`src/rtl/cpu_control_unit_pkg.sv`:
```
// Shared constants and types for the multi-cycle CPU control unit:
// widths, opcodes, ALU/writeback codes, FSM states and the decoded control bundle.
package cpu_control_unit_pkg;

   localparam int BUS_W   = 16;
   localparam int ADDR_W  = 4;
   localparam int FS_W    = 3;
   localparam int MADDR_W = 8;

   localparam logic [3:0] OP_ADDI = 4'h8;
   localparam logic [3:0] OP_LD   = 4'h9;
   localparam logic [3:0] OP_JAL  = 4'hA;
   localparam logic [3:0] OP_BZ   = 4'hB;
   localparam logic [3:0] OP_BNZ  = 4'hC;
   localparam logic [3:0] OP_HALT = 4'hF;

   localparam logic [FS_W-1:0] FS_ADD = 3'b000;

   // {MD, BL} writeback source select
   localparam logic [1:0] WB_F    = 2'b11;
   localparam logic [1:0] WB_PC   = 2'b10;
   localparam logic [1:0] WB_MEM  = 2'b01;
   localparam logic [1:0] WB_ZERO = 2'b00;

   typedef enum logic [2:0] {
      ST_FETCH   = 3'd0,
      ST_DECODE  = 3'd1,
      ST_EXEC    = 3'd2,
      ST_MEMWAIT = 3'd3,
      ST_HALT    = 3'd4
   } state_t;

   typedef struct packed {
      logic [ADDR_W-1:0] da;
      logic [ADDR_W-1:0] aa;
      logic [ADDR_W-1:0] ba;
      logic [FS_W-1:0]   fs;
      logic              mb;
      logic [1:0]        wb;
      logic              wr_exec;
      logic              is_ld;
      logic              is_jal;
      logic              is_bz;
      logic              is_bnz;
      logic              is_halt;
      logic [7:0]        imm8;
   } ctrl_t;

   function automatic logic [BUS_W-1:0] sext8(input logic [7:0] v);
      return {{(BUS_W-8){v[7]}}, v};
   endfunction

endpackage

```
`src/rtl/cpu_control_unit_if.sv`:
```
// Bus bundle between the control unit and instruction ROM, data memory and datapath.
// master = control unit side, slave = environment side.
interface cpu_control_unit_if;
   import cpu_control_unit_pkg::*;

   logic               instr_req;
   logic [BUS_W-1:0]   instr_addr;
   logic               instr_valid;
   logic [BUS_W-1:0]   instr_data;
   logic               mem_req;
   logic [MADDR_W-1:0] mem_addr;
   logic               mem_valid;
   logic [BUS_W-1:0]   Dout;
   logic [ADDR_W-1:0]  DA;
   logic [ADDR_W-1:0]  AA;
   logic [ADDR_W-1:0]  BA;
   logic [FS_W-1:0]    FS;
   logic               MB;
   logic               MD;
   logic               BL;
   logic               RW;
   logic [BUS_W-1:0]   PC;
   logic               halted;

   modport master (
      output instr_req, instr_addr, mem_req, mem_addr,
      output DA, AA, BA, FS, MB, MD, BL, RW, PC, halted,
      input  instr_valid, instr_data, mem_valid, Dout
   );

   modport slave (
      input  instr_req, instr_addr, mem_req, mem_addr,
      input  DA, AA, BA, FS, MB, MD, BL, RW, PC, halted,
      output instr_valid, instr_data, mem_valid, Dout
   );

endinterface

```
`src/rtl/cpu_control_unit_decoder.sv`:
```
// Combinational instruction decode: IR -> register fields, ALU/operand/writeback
// selects and opcode class flags used by the sequencer.
module cpu_instr_decoder
   import cpu_control_unit_pkg::*;
(
   input  logic [BUS_W-1:0] i_ir,
   output ctrl_t            o_ctrl
);

   logic [3:0] w_op;

   assign w_op = i_ir[15:12];

   always_comb begin
      o_ctrl      = '0;
      o_ctrl.da   = i_ir[11:8];
      o_ctrl.aa   = i_ir[7:4];
      o_ctrl.ba   = i_ir[3:0];
      o_ctrl.imm8 = i_ir[7:0];
      o_ctrl.fs   = FS_ADD;
      o_ctrl.wb   = WB_ZERO;
      if (!w_op[3]) begin
         o_ctrl.fs      = w_op[2:0];
         o_ctrl.mb      = 1'b1;
         o_ctrl.wb      = WB_F;
         o_ctrl.wr_exec = 1'b1;
      end else begin
         case (w_op)
            OP_ADDI: begin
               o_ctrl.wb      = WB_F;
               o_ctrl.wr_exec = 1'b1;
            end
            OP_LD: begin
               o_ctrl.wb    = WB_MEM;
               o_ctrl.is_ld = 1'b1;
            end
            OP_JAL: begin
               o_ctrl.wb      = WB_PC;
               o_ctrl.wr_exec = 1'b1;
               o_ctrl.is_jal  = 1'b1;
            end
            OP_BZ:   o_ctrl.is_bz   = 1'b1;
            OP_BNZ:  o_ctrl.is_bnz  = 1'b1;
            OP_HALT: o_ctrl.is_halt = 1'b1;
            default: ;
         endcase
      end
   end

endmodule

```
`src/rtl/cpu_control_unit.sv`:
```
// Multi-cycle CPU sequencer: fetch/decode/execute FSM, program counter, ROM and
// data-memory handshakes; datapath controls are decoded from the registered state and IR.
module cpu_control_unit
   import cpu_control_unit_pkg::*;
(
   input  logic                 clk,
   input  logic                 reset,
   cpu_control_unit_if.master   bus
);

   // state      | meaning
   // ST_FETCH   | request instruction at PC, latch IR and bump PC on instr_valid
   // ST_DECODE  | present register fields, let Dout/F settle
   // ST_EXEC    | single-cycle write, branch/jump PC update
   // ST_MEMWAIT | LD: hold mem_req/mem_addr, write MemIn on mem_valid
   // ST_HALT    | idle until reset

   state_t           r_state;
   logic [BUS_W-1:0] r_pc;
   logic [BUS_W-1:0] r_ir;
   logic             r_live;
   ctrl_t            w_ctrl;
   logic             w_taken;

   cpu_instr_decoder u_dec (
      .i_ir   (r_ir),
      .o_ctrl (w_ctrl)
   );

   assign w_taken = (w_ctrl.is_bz  && (bus.Dout == '0)) ||
                    (w_ctrl.is_bnz && (bus.Dout != '0));

   // r_live keeps the fetch request low through reset and the partial cycle after release
   always_ff @(posedge clk or negedge reset) begin
      if (!reset) begin
         r_state <= ST_FETCH;
         r_pc    <= '0;
         r_ir    <= '0;
         r_live  <= 1'b0;
      end else begin
         r_live <= 1'b1;
         case (r_state)
            ST_FETCH: begin
               if (r_live && bus.instr_valid) begin
                  r_ir    <= bus.instr_data;
                  r_pc    <= r_pc + 1'b1;
                  r_state <= ST_DECODE;
               end
            end
            ST_DECODE: r_state <= ST_EXEC;
            ST_EXEC: begin
               if (w_ctrl.is_jal)
                  r_pc <= {{(BUS_W-8){1'b0}}, w_ctrl.imm8};
               else if (w_taken)
                  r_pc <= r_pc + sext8(w_ctrl.imm8);
               if (w_ctrl.is_ld)
                  r_state <= ST_MEMWAIT;
               else if (w_ctrl.is_halt)
                  r_state <= ST_HALT;
               else
                  r_state <= ST_FETCH;
            end
            ST_MEMWAIT: begin
               if (bus.mem_valid)
                  r_state <= ST_FETCH;
            end
            ST_HALT: r_state <= ST_HALT;
            default: r_state <= ST_FETCH;
         endcase
      end
   end

   logic               w_instr_req;
   logic               w_mem_req;
   logic [MADDR_W-1:0] w_mem_addr;
   logic [ADDR_W-1:0]  w_da;
   logic [ADDR_W-1:0]  w_aa;
   logic [ADDR_W-1:0]  w_ba;
   logic [FS_W-1:0]    w_fs;
   logic               w_mb;
   logic [1:0]         w_wb;
   logic               w_rw;
   logic               w_halted;

   always_comb begin
      w_instr_req = 1'b0;
      w_mem_req   = 1'b0;
      w_mem_addr  = '0;
      w_da        = '0;
      w_aa        = '0;
      w_ba        = '0;
      w_fs        = '0;
      w_mb        = 1'b0;
      w_wb        = WB_ZERO;
      w_rw        = 1'b0;
      w_halted    = 1'b0;
      case (r_state)
         ST_FETCH: w_instr_req = r_live;
         ST_DECODE, ST_EXEC, ST_MEMWAIT: begin
            w_da = w_ctrl.da;
            w_aa = w_ctrl.aa;
            w_ba = w_ctrl.ba;
            w_fs = w_ctrl.fs;
            w_mb = w_ctrl.mb;
            w_wb = w_ctrl.wb;
            if (r_state == ST_EXEC)
               w_rw = w_ctrl.wr_exec;
            if (r_state == ST_MEMWAIT) begin
               w_mem_req  = 1'b1;
               w_mem_addr = w_ctrl.imm8;
               w_rw       = bus.mem_valid;
            end
         end
         ST_HALT: w_halted = 1'b1;
         default: ;
      endcase
   end

   assign bus.instr_req  = w_instr_req;
   assign bus.instr_addr = r_pc;
   assign bus.mem_req    = w_mem_req;
   assign bus.mem_addr   = w_mem_addr;
   assign bus.DA         = w_da;
   assign bus.AA         = w_aa;
   assign bus.BA         = w_ba;
   assign bus.FS         = w_fs;
   assign bus.MB         = w_mb;
   assign bus.MD         = w_wb[1];
   assign bus.BL         = w_wb[0];
   assign bus.RW         = w_rw;
   assign bus.PC         = r_pc;
   assign bus.halted     = w_halted;

endmodule

```
`src/flat_wrapper.sv`:
```
// flat-port wrapper written by rule: the top's interface ports become plain ports
module cpu_control_unit_flat import cpu_control_unit_pkg::*;
  (clk, reset, bus_instr_req, bus_instr_addr, bus_mem_req, bus_mem_addr, bus_DA, bus_AA, bus_BA, bus_FS, bus_MB, bus_MD, bus_BL, bus_RW, bus_PC, bus_halted, bus_instr_valid, bus_instr_data, bus_mem_valid, bus_Dout);
  cpu_control_unit_if bus_i ();
  input  logic clk;
  input  logic reset;
  output wire logic [$bits(bus_i.instr_req)-1:0] bus_instr_req;
  output wire logic [$bits(bus_i.instr_addr)-1:0] bus_instr_addr;
  output wire logic [$bits(bus_i.mem_req)-1:0] bus_mem_req;
  output wire logic [$bits(bus_i.mem_addr)-1:0] bus_mem_addr;
  output wire logic [$bits(bus_i.DA)-1:0] bus_DA;
  output wire logic [$bits(bus_i.AA)-1:0] bus_AA;
  output wire logic [$bits(bus_i.BA)-1:0] bus_BA;
  output wire logic [$bits(bus_i.FS)-1:0] bus_FS;
  output wire logic [$bits(bus_i.MB)-1:0] bus_MB;
  output wire logic [$bits(bus_i.MD)-1:0] bus_MD;
  output wire logic [$bits(bus_i.BL)-1:0] bus_BL;
  output wire logic [$bits(bus_i.RW)-1:0] bus_RW;
  output wire logic [$bits(bus_i.PC)-1:0] bus_PC;
  output wire logic [$bits(bus_i.halted)-1:0] bus_halted;
  input wire logic [$bits(bus_i.instr_valid)-1:0] bus_instr_valid;
  input wire logic [$bits(bus_i.instr_data)-1:0] bus_instr_data;
  input wire logic [$bits(bus_i.mem_valid)-1:0] bus_mem_valid;
  input wire logic [$bits(bus_i.Dout)-1:0] bus_Dout;
  assign bus_instr_req = bus_i.instr_req;
  assign bus_instr_addr = bus_i.instr_addr;
  assign bus_mem_req = bus_i.mem_req;
  assign bus_mem_addr = bus_i.mem_addr;
  assign bus_DA = bus_i.DA;
  assign bus_AA = bus_i.AA;
  assign bus_BA = bus_i.BA;
  assign bus_FS = bus_i.FS;
  assign bus_MB = bus_i.MB;
  assign bus_MD = bus_i.MD;
  assign bus_BL = bus_i.BL;
  assign bus_RW = bus_i.RW;
  assign bus_PC = bus_i.PC;
  assign bus_halted = bus_i.halted;
  assign bus_i.instr_valid = bus_instr_valid;
  assign bus_i.instr_data = bus_instr_data;
  assign bus_i.mem_valid = bus_mem_valid;
  assign bus_i.Dout = bus_Dout;
  cpu_control_unit u_core (.clk(clk), .reset(reset), .bus(bus_i));
endmodule
```
`config.mk`:
```
export PLATFORM = sky130hd
export DESIGN_NAME = cpu_control_unit_flat
export DESIGN_NICKNAME = d
export VERILOG_FILES = /design/src/rtl/cpu_control_unit_pkg.sv /design/src/rtl/cpu_control_unit_if.sv /design/src/rtl/cpu_control_unit_decoder.sv /design/src/rtl/cpu_control_unit.sv /design/src/flat_wrapper.sv
export SDC_FILE = /design/constraint.sdc
export NUM_CORES = 1
export LEC_CHECK = 0
export CAP_MARGIN = 30
export CORE_AREA = 4 4 93 95
export CTS_CLUSTER_DIAMETER = 60
export CTS_CLUSTER_SIZE = 14
export DETAILED_ROUTE_END_ITERATION = 8
export DIE_AREA = 0 0 97 99
export GPL_TIMING_DRIVEN = 0
export HOLD_SLACK_MARGIN = 0.1
export PLACE_DENSITY = 0.7
export SLEW_MARGIN = 15
export SYNTH_ARGS = -nofsm -noshare
export SYNTH_HDL_FRONTEND = slang
export SYNTH_SLANG_ARGS = --single-unit
```
`constraint.sdc`:
```
create_clock -name clk -period 2.6 [get_ports clk]
set_input_delay 0.26 -clock clk [delete_from_list [all_inputs] [get_ports clk]]
set_output_delay 0.26 -clock clk [all_outputs]
set_load 0.02 [all_outputs]
```
Word-level counts from Yosys, hierarchy flattened
Cells that the tools add are included.
{"block": "totals", "ff_bits": 36, "latch_bits": 0, "mem_bits_rw": 0, "romBits": 0, "in_bits": 36, "out_inout_bits": 62, "word_cells": 66, "mem_count": 0}
{"block": "classes", "addsub": 2, "multipliers": 0, "div": 0, "n_lt_le_gt_ge": 0, "n_eq_ne": 13, "n_shift": 0, "mux": 34, "bitwise_logic": 0, "n_reduce_logical": 13}
{"operator": "2-to-1 mux 16 bit", "count": 3}
{"operator": "one-hot mux 16 bit (2 select lines)", "count": 1}
{"operator": "equality test 4 bit (second input constant)", "count": 6}
{"operator": "2-to-1 mux 3 bit", "count": 6}
{"operator": "adder 16 x 1 -> 16 bit (second input constant)", "count": 1}
{"operator": "adder 16 bit", "count": 1}
{"operator": "logical NOT 16 bit", "count": 1}
{"operator": "2-to-1 mux 4 bit", "count": 4}
{"operator": "2-to-1 mux 8 bit", "count": 2}
{"operator": "nonzero test 16 bit", "count": 1}
{"operator": "one-hot mux 3 bit (5 select lines)", "count": 1}
{"operator": "2-to-1 mux 1 bit", "count": 14}
{"operator": "equality test 3 x 2 -> 1 bit (second input constant)", "count": 2}
{"operator": "one-hot mux 2 bit (3 select lines)", "count": 1}
{"operator": "2-to-1 mux 5 bit", "count": 1}
{"operator": "AND reduction 2 bit", "count": 2}
{"operator": "equality test 3 x 1 -> 1 bit (second input constant)", "count": 1}
{"operator": "equality test 3 bit (second input constant)", "count": 1}
{"operator": "logical AND 1 bit", "count": 3}
{"operator": "logical NOT 3 bit", "count": 1}
{"operator": "inequality test 3 x 2 -> 1 bit (second input constant)", "count": 1}
{"operator": "AND reduction 3 bit", "count": 1}
{"operator": "OR reduction 3 bit", "count": 1}
{"operator": "2-to-1 mux 2 bit", "count": 1}
{"operator": "other kinds (5)", "count": 5}

Depth between registers and ports, before layout
Gate-level depths: netlist (run 1).
{"block": "logic_depth", "word_depth": 8, "depth_mapped": 8, "depth_no_buf": 8}

Cells and area by module
A second synthesis (run 1) with hierarchy kept.
{"block": "unflattened", "cells_unflattened": 353, "hier_area_um2": 3105.5}
{"module": "cpu_control_unit", "instances": 1, "cells_each": 320, "area_each_um2": 2852.7, "seq_area_each_um2": 900.9}
{"module": "cpu_instr_decoder", "instances": 1, "cells_each": 33, "area_each_um2": 252.7, "seq_area_each_um2": 0.0}

Least setup slack after synthesis (run 1)
No wires, ideal clock.
{"block": "synth_path", "path_kind": "register -> register", "from": "reg u_core.r_pc[0] (netlist: u_core.bus.PC[0])", "to": "reg u_core.r_pc[8] (netlist: u_core.bus.PC[8])", "setup_ns": 0.126, "arrival_ns": 2.404, "t_required_ns": 2.474, "path_slack_ns": 0.070, "path_stages_with_launch": 9, "n_path_buf": 0, "synth_period_minus_slack_ns": 2.530, "path_cell_list": "dfrtp_1 ha_1 fa_1 a21o_1 a221o_1 a21bo_1 xnor2_1 a211oi_1 o32a_1"}
{"block": "synth_via", "elab_chain_cells": 4, "word_cells_on_any_way": 6, "cone_classes": "add/sub: 2; mux: 4"}
{"element": "start, declared", "line": "cpu_control_unit.sv:19", "rtl": "logic [BUS_W-1:0] r_pc;"}
{"element": "start signal, assigned", "line": "cpu_control_unit.sv:46", "rtl": "r_pc <= r_pc + 1'b1;"}
{"element": "start signal, assigned", "line": "cpu_control_unit.sv:53", "rtl": "r_pc <= {{(BUS_W-8){1'b0}}, w_ctrl.imm8};"}
{"element": "start signal, assigned", "line": "cpu_control_unit.sv:55", "rtl": "r_pc <= r_pc + sext8(w_ctrl.imm8);"}
{"element": "adder 16 bit", "line": "cpu_control_unit.sv:55"}
{"element": "2-to-1 mux 16 bit", "line": "cpu_control_unit.sv:54", "rtl": "else if (w_taken)"}
{"element": "2-to-1 mux 16 bit", "line": "cpu_control_unit.sv:52", "rtl": "if (w_ctrl.is_jal)"}
{"element": "one-hot mux 16 bit (2 select lines) (*)", "line": "cpu_control_unit.sv:42", "rtl": "case (r_state)"}
Every way passes the cells marked *; elsewhere a longest branch is shown, timed or not. The select of a mux whose other input is x is not followed.
A chain may end at the register's enable or synchronous reset.

Final worst setup path (run 1)
{"block": "layout_path", "from": "reg u_core.r_pc[0] (netlist: u_core.bus.PC[0])", "to": "reg u_core.r_pc[14] (netlist: u_core.bus.PC[14])"}
Same word-level chain as after synthesis.

==> results of run 1 <==
-- Yosys cell counts (all sizes together) (2+ instances only) --
library cell / n
nand2: 75
dfrtp: 36
a21oi: 30
and2: 29
nor2: 27
buf: 26
o21ai: 23
ha: 16
nor3: 13
nand3: 11
clkbuf: 10
xor2: 8
and3: 7
xnor2: 7
nand4: 6
a211oi: 5
a21o: 5
a221o: 5
mux2i: 5
nor4: 5
a211o: 3
and4: 3
nand2b: 3
o21a: 3
a311oi: 2
a31oi: 2
a32o: 2
and3b: 2
inv: 2
nor4b: 2
o211ai: 2
o311ai: 2
-- critical path, delay by kind of cell (launching register included) --
family                   cells  cell delay [ns]
AO/OA/AOI/OAI                5             1.22
adder cells (fa/ha/maj)      2             0.63
flip-flops                   1             0.41
XOR/XNOR                     1             0.15
-- routing by layer --
metal	vias to the layer above	share of wire, %	track usage, %
met3	7	6.5	3.47
met5	-	0	0
li1	1586	-	-
met4	0	0.98	5.29
met2	100	49	31.8
met1	1515	43	22.8
-- worst max path at each step --
stage | startpoint | end | slack [ns]
4_1_cts | u_core.r_state[0] | bus_BL | 0.03
5_1_grt | u_core.r_state[0] | bus_BL | 0.008
3_3_place_gp | u_core.bus.PC[0] | u_core.bus.PC[14] | -0.03
3_5_place_dp | u_core.bus.PC[0] | u_core.bus.PC[14] | -0.04
2_1_floorplan | u_core.bus.PC[0] | u_core.bus.PC[8] | 0.07
6_report | u_core.bus.PC[0] | u_core.bus.PC[14] | 0.06
-- placed cells by master (no fill, tap or decap), drive strengths merged, types with 7 or more instances in the layout --
cell           instances
nor3                  13
nand2                 75
o21ai                 23
clkbuf                15
nand3                 11
and3                   7
xnor2                  7
buf                   31
clkdlybuf4s50         96
nor2                  27
xor2                   8
a21oi                 30
dfrtp                 36
ha                    16
and2                  29
-- logic make-up after synthesis --
family,after synthesis,synth area share [%]
and+or+nand+nor,188,30.6
AOI/OAI and AO/OA,90,19.1
buffers and inverters,38,7.29
DFF,36,29.3
adders and majority gates,17,7.17
xor gates and xnor gates,15,4.28
muxes,6,2.12
other,1,0.122
-- where the power goes --
part / leakage (nW) / switching, W / internal (W)
logic: 1.40 / 0.00234 / 0.00204
registers: 0.430 / 0.000365 / 0.000810
clock network: 0.0414 / 0.000219 / 0.000191
-- registers in the layout (all words and copies together), names as in the netlist --
| signal | count |
|---|---|
| u_core.r_ir | 16 |
| u_core.r_live | 1 |
| u_core.bus.PC | 16 |
| u_core.r_state | 3 |
-- metrics by stage --
stage               setup TNS (ns)  worst slack (ns)  cell area (sq um)
global route                     0           0.00787               4310
global placement           -0.0438           -0.0327               4170
CTS                              0            0.0316               4300
finish                           0            0.0641               4310
floorplan                        0            0.0699               3070
detailed placement         -0.0523           -0.0427               4180
-- repair_timing --
action	CTS	global route
pin swaps	1	0
hold endpoints to repair	10	0
gates resized for setup	2	2
hold buffers	1	0
gates cloned	0	0
buffers inserted	2	1
endpoints found under the setup margin	12	18
-- area by class of cell --
cell class,count,area (sq um)
buffer,35,214
clock buffer,6,72.6
clock inverter,2,16.3
fill,734,3420
inverter,2,7.51
multi-input combinational,317,1950
sequential,36,903
tap,102,128
timing repair buffer,102,1020
==> results.md, run 1 <==
- The run finished with clean final reports.
- The number of placed instances, taps included, is 591.
- 98 I/O pins were placed.
- In this run the register-to-register setup slack is roughly 0.064 ns.
- The standard cell with the maximum stage delay on the critical path is dfrtp_2.
- The share of final-layout standard cells stronger than drive strength 1 is 10.6%.
- In this run the deepest clock path goes through 2 buffers.
- After synthesis, flip-flops and latches occupy 29.3% of the total area.
- In the synthesized netlist, the number of instances is 391.
- The most numerous cell type found on the critical path is a221o_1.
- The largest net degree at the start of global routing is 27.
- The horizontal die dimension is 97 microns.
- The total number of placement rows is 32.
- The number of antenna-violating nets in the routed design is 0.
- The static power due to leakage is roughly 1.9 nW.
- The top cell type by total area after synthesis is dfrtp_1.
- The core area is 7730 sq um.
- The maximum fanout count along the critical path is 4.
- Of all flip-flops after synthesis, the portion carrying an async set or reset was 100%.
- The smallest clock period supported by the final layout is computed as 2.54 ns.
- The number of distinct standard cells referenced by the synthesized netlist is 56.
- The worst-case hold slack is between 0.3 and 0.4 ns.
- For the pin with the worst max-slew slack, the measured transition is 0.636 ns.
- The initial antenna violation count was 0.
- Between clock sinks in the finished design, the worst skew comes to 0.00894 ns.
- The startpoint type of the worst setup path is a flop.
- The initial detailed-routing violation count is ~150.
- Yosys attributes the largest share of cell area to dfrtp_1, nand2_1, ha_1.
- The tightest min-delay check is of the input port to async pin type.
- Counting flops with a built-in enable in the synthesized netlist gives 0.
- Compared with the post-synthesis result, the final layout area differs by 40.3%.
- The die extent in y is 99 microns.
- Yosys printed 0 warnings.
- The peak ir drop on the vdd network is approximately 600 uV.
- The global router's overall resource usage is 18.2%.
- The clock-pin slew on the worst setup and hold paths is 0.08 ns.
- 0 antenna diodes ended up in the layout.
- The CTS tree is yes.
- Counting cells, the worst reg-to-reg path comes to 8.
- Data on the critical path arrives at its endpoint at 2.71 ns.
- The first global-routing pass estimated 14.6 mm of wire.
- The HPWL after detailed placement is 7.09 mm.
- Before antenna repair, the detailed router went through 4 iterations.
- The CTS buffer count is 5.
- Using the TritonRoute via totals, the vias-per-cell ratio works out to 5.33.
- The post-layout net count is 552.
- Setup violations remaining at the end of the flow were counted as 0.
- Power spread over the standard cell area amounts to around 1400 nW/um^2.
- The total design power is 0.00597 W.
- The count of cells in the finished layout, fillers not included, comes to 602.
- The cell chosen for the clock root is clkbuf_8.
- The clock latency at the later pin of the worst-skew pair is roughly 0.29 ns.
- The H-tree level count is 2.
- In this design, the stage delay of the slowest critical-path cell is 0.41 ns.
- Setup repair after global routing left no endpoint under its margin.
- In this run the critical register-to-register path is launched from u_core.bus.PC[0].
- The worst slew margin relative to its limit is 57.4%.
- Derived from the worst setup path, the maximum achievable clock frequency is ~400 MHz.
- The endpoint of the worst-slack reg-to-reg timing path is u_core.bus.PC[14].
- The post-layout utilization of the core is between 50% and 60%.
- In the routed design, unresolved DRC markers number 0.
- Routability-driven placement finished with a final weighted congestion of 0.934.
- The die area is between 9000 and 10000 sq um.
- The count of final hold-check violations is 0.
- The endpoint required time on the critical path is 2.77 ns.
- The overall overflow remaining after global route is 0.
- The top cell type by area accounts for ~29% of the synthesized area.
- The synthesized area per cell is 7.85 sq um.
- Counting every net in the synthesized netlist gives ~440.
- Walking the worst path, the cells encountered are ha_1 -> fa_1 -> a21o_1 -> a221o_1 -> a21oi_2 -> o21ai_1 -> xor2_1 -> a221o_1.
- The number of max-slew violations in the final report came to 0.
- The final routed wirelength across all metal layers is 8.94 mm.
- After layout, the worst path uses 97.5% of the clock period.
- In this run, synthesis produced a sequential element count of 36.
- The number of port buffers is between 90 and 100.
- The per-cell routed wire length is 14.9 microns.
- The post-synthesis instance area is 3070 sq um.
- The number of global-route vias before repair is 3118.
- The setup path with the least slack is of type flop to flop.
- The initial core utilization is 39.7%.
- For this design, the sink count on the clock tree is 36.
- The via count of the routed design is 3208.
- For this run, the leading register cell type out of synthesis is dfrtp_1.
- The critical path capture point type is a flop.
- Max-cap violations in this run came to 0.
Power figures use the tool's default switching activity.
==> run 2: changes to the inputs <==
TNS_END_PERCENT = 1   (was default)
==> run 2 against run 1 <==
Net effect: the flow now finishes with violations (setup timing); sequential share of layout area rose by 0.092 points; via count fell by 0.69%; design area fell by 0.44%; setup slack got worse by 0.11 ns; critical path type unchanged.
==> results.md, run 2 (synthesized netlist as in run 1, its figures left out) <==
- The flow ran to the end, but the final reports show violations.
- The final reports fail on setup timing.
- Leaving out filler cells and counting taps, the final layout contains 600.
- The least setup slack across all paths after layout is -0.0440 ns.
- The combinational share of power is 72.9%.
- The most critical setup path has its startpoint at u_core.bus.PC[0].
- The switching power total is 0.00291 W.
- Setup repair after global routing could not meet its margin everywhere.
- The library cells used most frequently in the layout, excluding fill and tap cells, are clkdlybuf4s50_1, nand2_1, dfrtp_1, a21oi_1, and2_1.
- The global router's overall resource usage is 18.1%.
- In this run the clock root is driven by a clkbuf_8.
- The clock latency at the later pin of the worst-skew pair is 0.29 ns.
- In this run the worst path has a maximum fanout of 9.
- The total overflow left after global routing is 0.
- The CTS tree is yes.
- The horizontal die dimension is 97 microns.
- After detailed routing, the number of remaining DRC violations is 0.
- The total inserted antenna cells is 0.
- The static power due to leakage is around 1.9 nW.
- The relative contribution of the clock network to total power is 6.9%.
- The initial core utilization is approximately two fifths.
- The path class of the tightest hold or removal check is input port to async pin.
- The power density over the cells is 1380 nW/um^2.
- The endpoint required time on the critical path is between 2 and 3 ns.
- The number of top-level design ports is approximately 100.
- In this run the tightest slew margin relative to its limit is between 50% and 60%.
- The net count of the finished layout is 550.
- The startpoint type of the worst setup path is a flop.
- The number of global-route vias before repair is 3098.
- Across all layers, the routed design uses 3186 vias.
- The die is 99 microns tall.
- The initial detailed-routing violation count is 171.
- At the end of routability-driven placement, the weighted congestion stood at 0.934.
- The data arrival time of the worst path is 2.81 ns.
- The initial antenna violation count was 0.
- The clock-pin slew on the worst setup and hold paths is around 0.080 ns.
- Post-CTS timing repair inserted 0 buffers for setup.
- VDD sags by at most 624 uV.
- The number of antenna-violating nets in the routed design is 0.
- The largest buffer count on any clock path is 2.
- The post-route minimum period is 2.64 ns.
- The final critical-path share of the clock period is 102%.
- The area of all placed cells without fillers is 4290 sq um.
- The post-layout utilization of the core is 55.5%.
- Entering global routing, the biggest net connects 27 pins.
- The global-route wire length before repair is 14.5 mm.
- The setup total negative slack is -0.0440 ns.
- The count of TritonRoute iterations in the first routing pass is 4.
- The slew of the pin with the lowest slew margin is 0.635 ns.
- The die area is 9600 sq um.
- Summed over all nets, the half-perimeter wirelength after detailed placement is between 7 and 8 mm.
- The most common cell after layout, fill and taps aside is clkdlybuf4s50_1.
- The number of port buffers is 97.
- Relative to the synthesized area, the layout overhead comes to 39.7%.
- The fill cell total of the finished layout is 736.
- Cell internal power was estimated by the tool at about 0.003 W.
- Clock tree synthesis inserted a total of 5 buffers.
- The worst flop-to-flop path startpoint is u_core.bus.PC[0].
- The switching part of the total power is 49.2%.
- The critical path capture point type is a flop.
- In the final routed layout, each cell accounts on average for between 10 and 15 microns.
- In this run the core area contains 32 standard-cell rows.
- The placed instances occupy a cell area of 4180 sq um.
- The core region is 7730 sq um.
- Timing would allow up to 378 MHz.
- The worst clock skew is 0.00852 ns.
- CTS saw 36 sinks.
- The final routed wirelength across all metal layers is 8.86 mm.
- The H-tree level count is 2.
- The count of final hold-check violations came to 0.
- In the final layout, the share of cells above drive strength 1 is 10.0%.
- After detailed placement, the design holds a cell count of 591.
- The startpoint-to-endpoint class of the critical path is flop to flop.
- The number of setup violations in the final report is 1.
- Using the TritonRoute via totals, the vias-per-cell ratio works out to 5.31.
- The number of max-slew violations in the final report was 0.
- In this run, flip-flops and latches consume roughly a fifth of the power.
- Across the run, the number of max-cap violations was 0.
[run 2: cell types whose count changed in the layout (fill, tap and decap cells not counted)]
cell,previous run,this run
buf_4,20,17
clkbuf_1,9,10
[run 2: repair_timing]
item / 4_1_cts / 5_1_grt
resized for setup: 2 / 2
setup endpoints to repair: 12 / 19
hold buffers: 1 / 0
hold endpoints to repair: 10 / 0
[run 2: critical path, stage by stage, from the launching register on]
cell and delay [ns]:
dfrtp_2 0.48, ha_1 0.25, fa_1 0.40, a21o_1 0.22, a221o_1 0.37, a21oi_2 0.22
o21ai_1 0.11, xor2_1 0.15, a221o_1 0.32
[run 2: final timing paths]
path / slack, ns / end / cells after the start
max in group asynchronous: 1.78 / u_core.bus.PC[0] / 3
worst max register to register: -0.04 / u_core.bus.PC[14] / 8
worst min-delay path: 0.38 / u_core.bus.PC[6] / 2
worst min register to register: 0.47 / u_core.r_ir[9] / 2
min in group clk: 0.47 / u_core.r_ir[9] / 2
worst max-delay path: -0.04 / u_core.bus.PC[14] / 8
[run 2: per-layer routing]
metal  vias to the layer above  track usage, %  part of all wire, %
met5                         -               0                    0
met1                      1487            22.7                   43
met3                         5            3.47                  7.1
met2                       109            31.6                   49
met4                         0            5.29                 0.64
li1                       1585               -                    -
[run 2: final cells by class]
cell class,count,area [sq um],share of cell area [%]
well taps,102,128,2.98
plain buffers,36,218,5.08
inverters,2,7.51,0.175
repair buffers,99,996,23.2
clock buffers,6,72.6,1.69
multi-input cells,317,1950,45.4
flip-flops and latches,36,903,21.1
clock inverters,2,16.3,0.379
[run 2: power groups by stage]
stage	logic, W	registers [W]	clock network, W
6_report	0.00431	0.00119	0.000407
5_1_grt	0.00471	0.00126	0.000452
4_1_cts	0.00432	0.00119	0.000425
3_5_place_dp	0.00429	0.00120	0
3_3_place_gp	0.00423	0.00119	0
2_1_floorplan	0.00282	0.00121	0
[run 2: stage by stage]
stage / power [W] / hold WS [ns] / setup slack (ns)
global route: 0.00642 / 0.424 / -0.0975
finish: 0.00591 / 0.379 / -0.0440
CTS: 0.00594 / 0.387 / -0.0269
detailed placement: 0.00550 / 0.173 / -0.0427
global placement: 0.00542 / 0.452 / -0.0327
floorplan: 0.00403 / -0.0356 / 0.0699
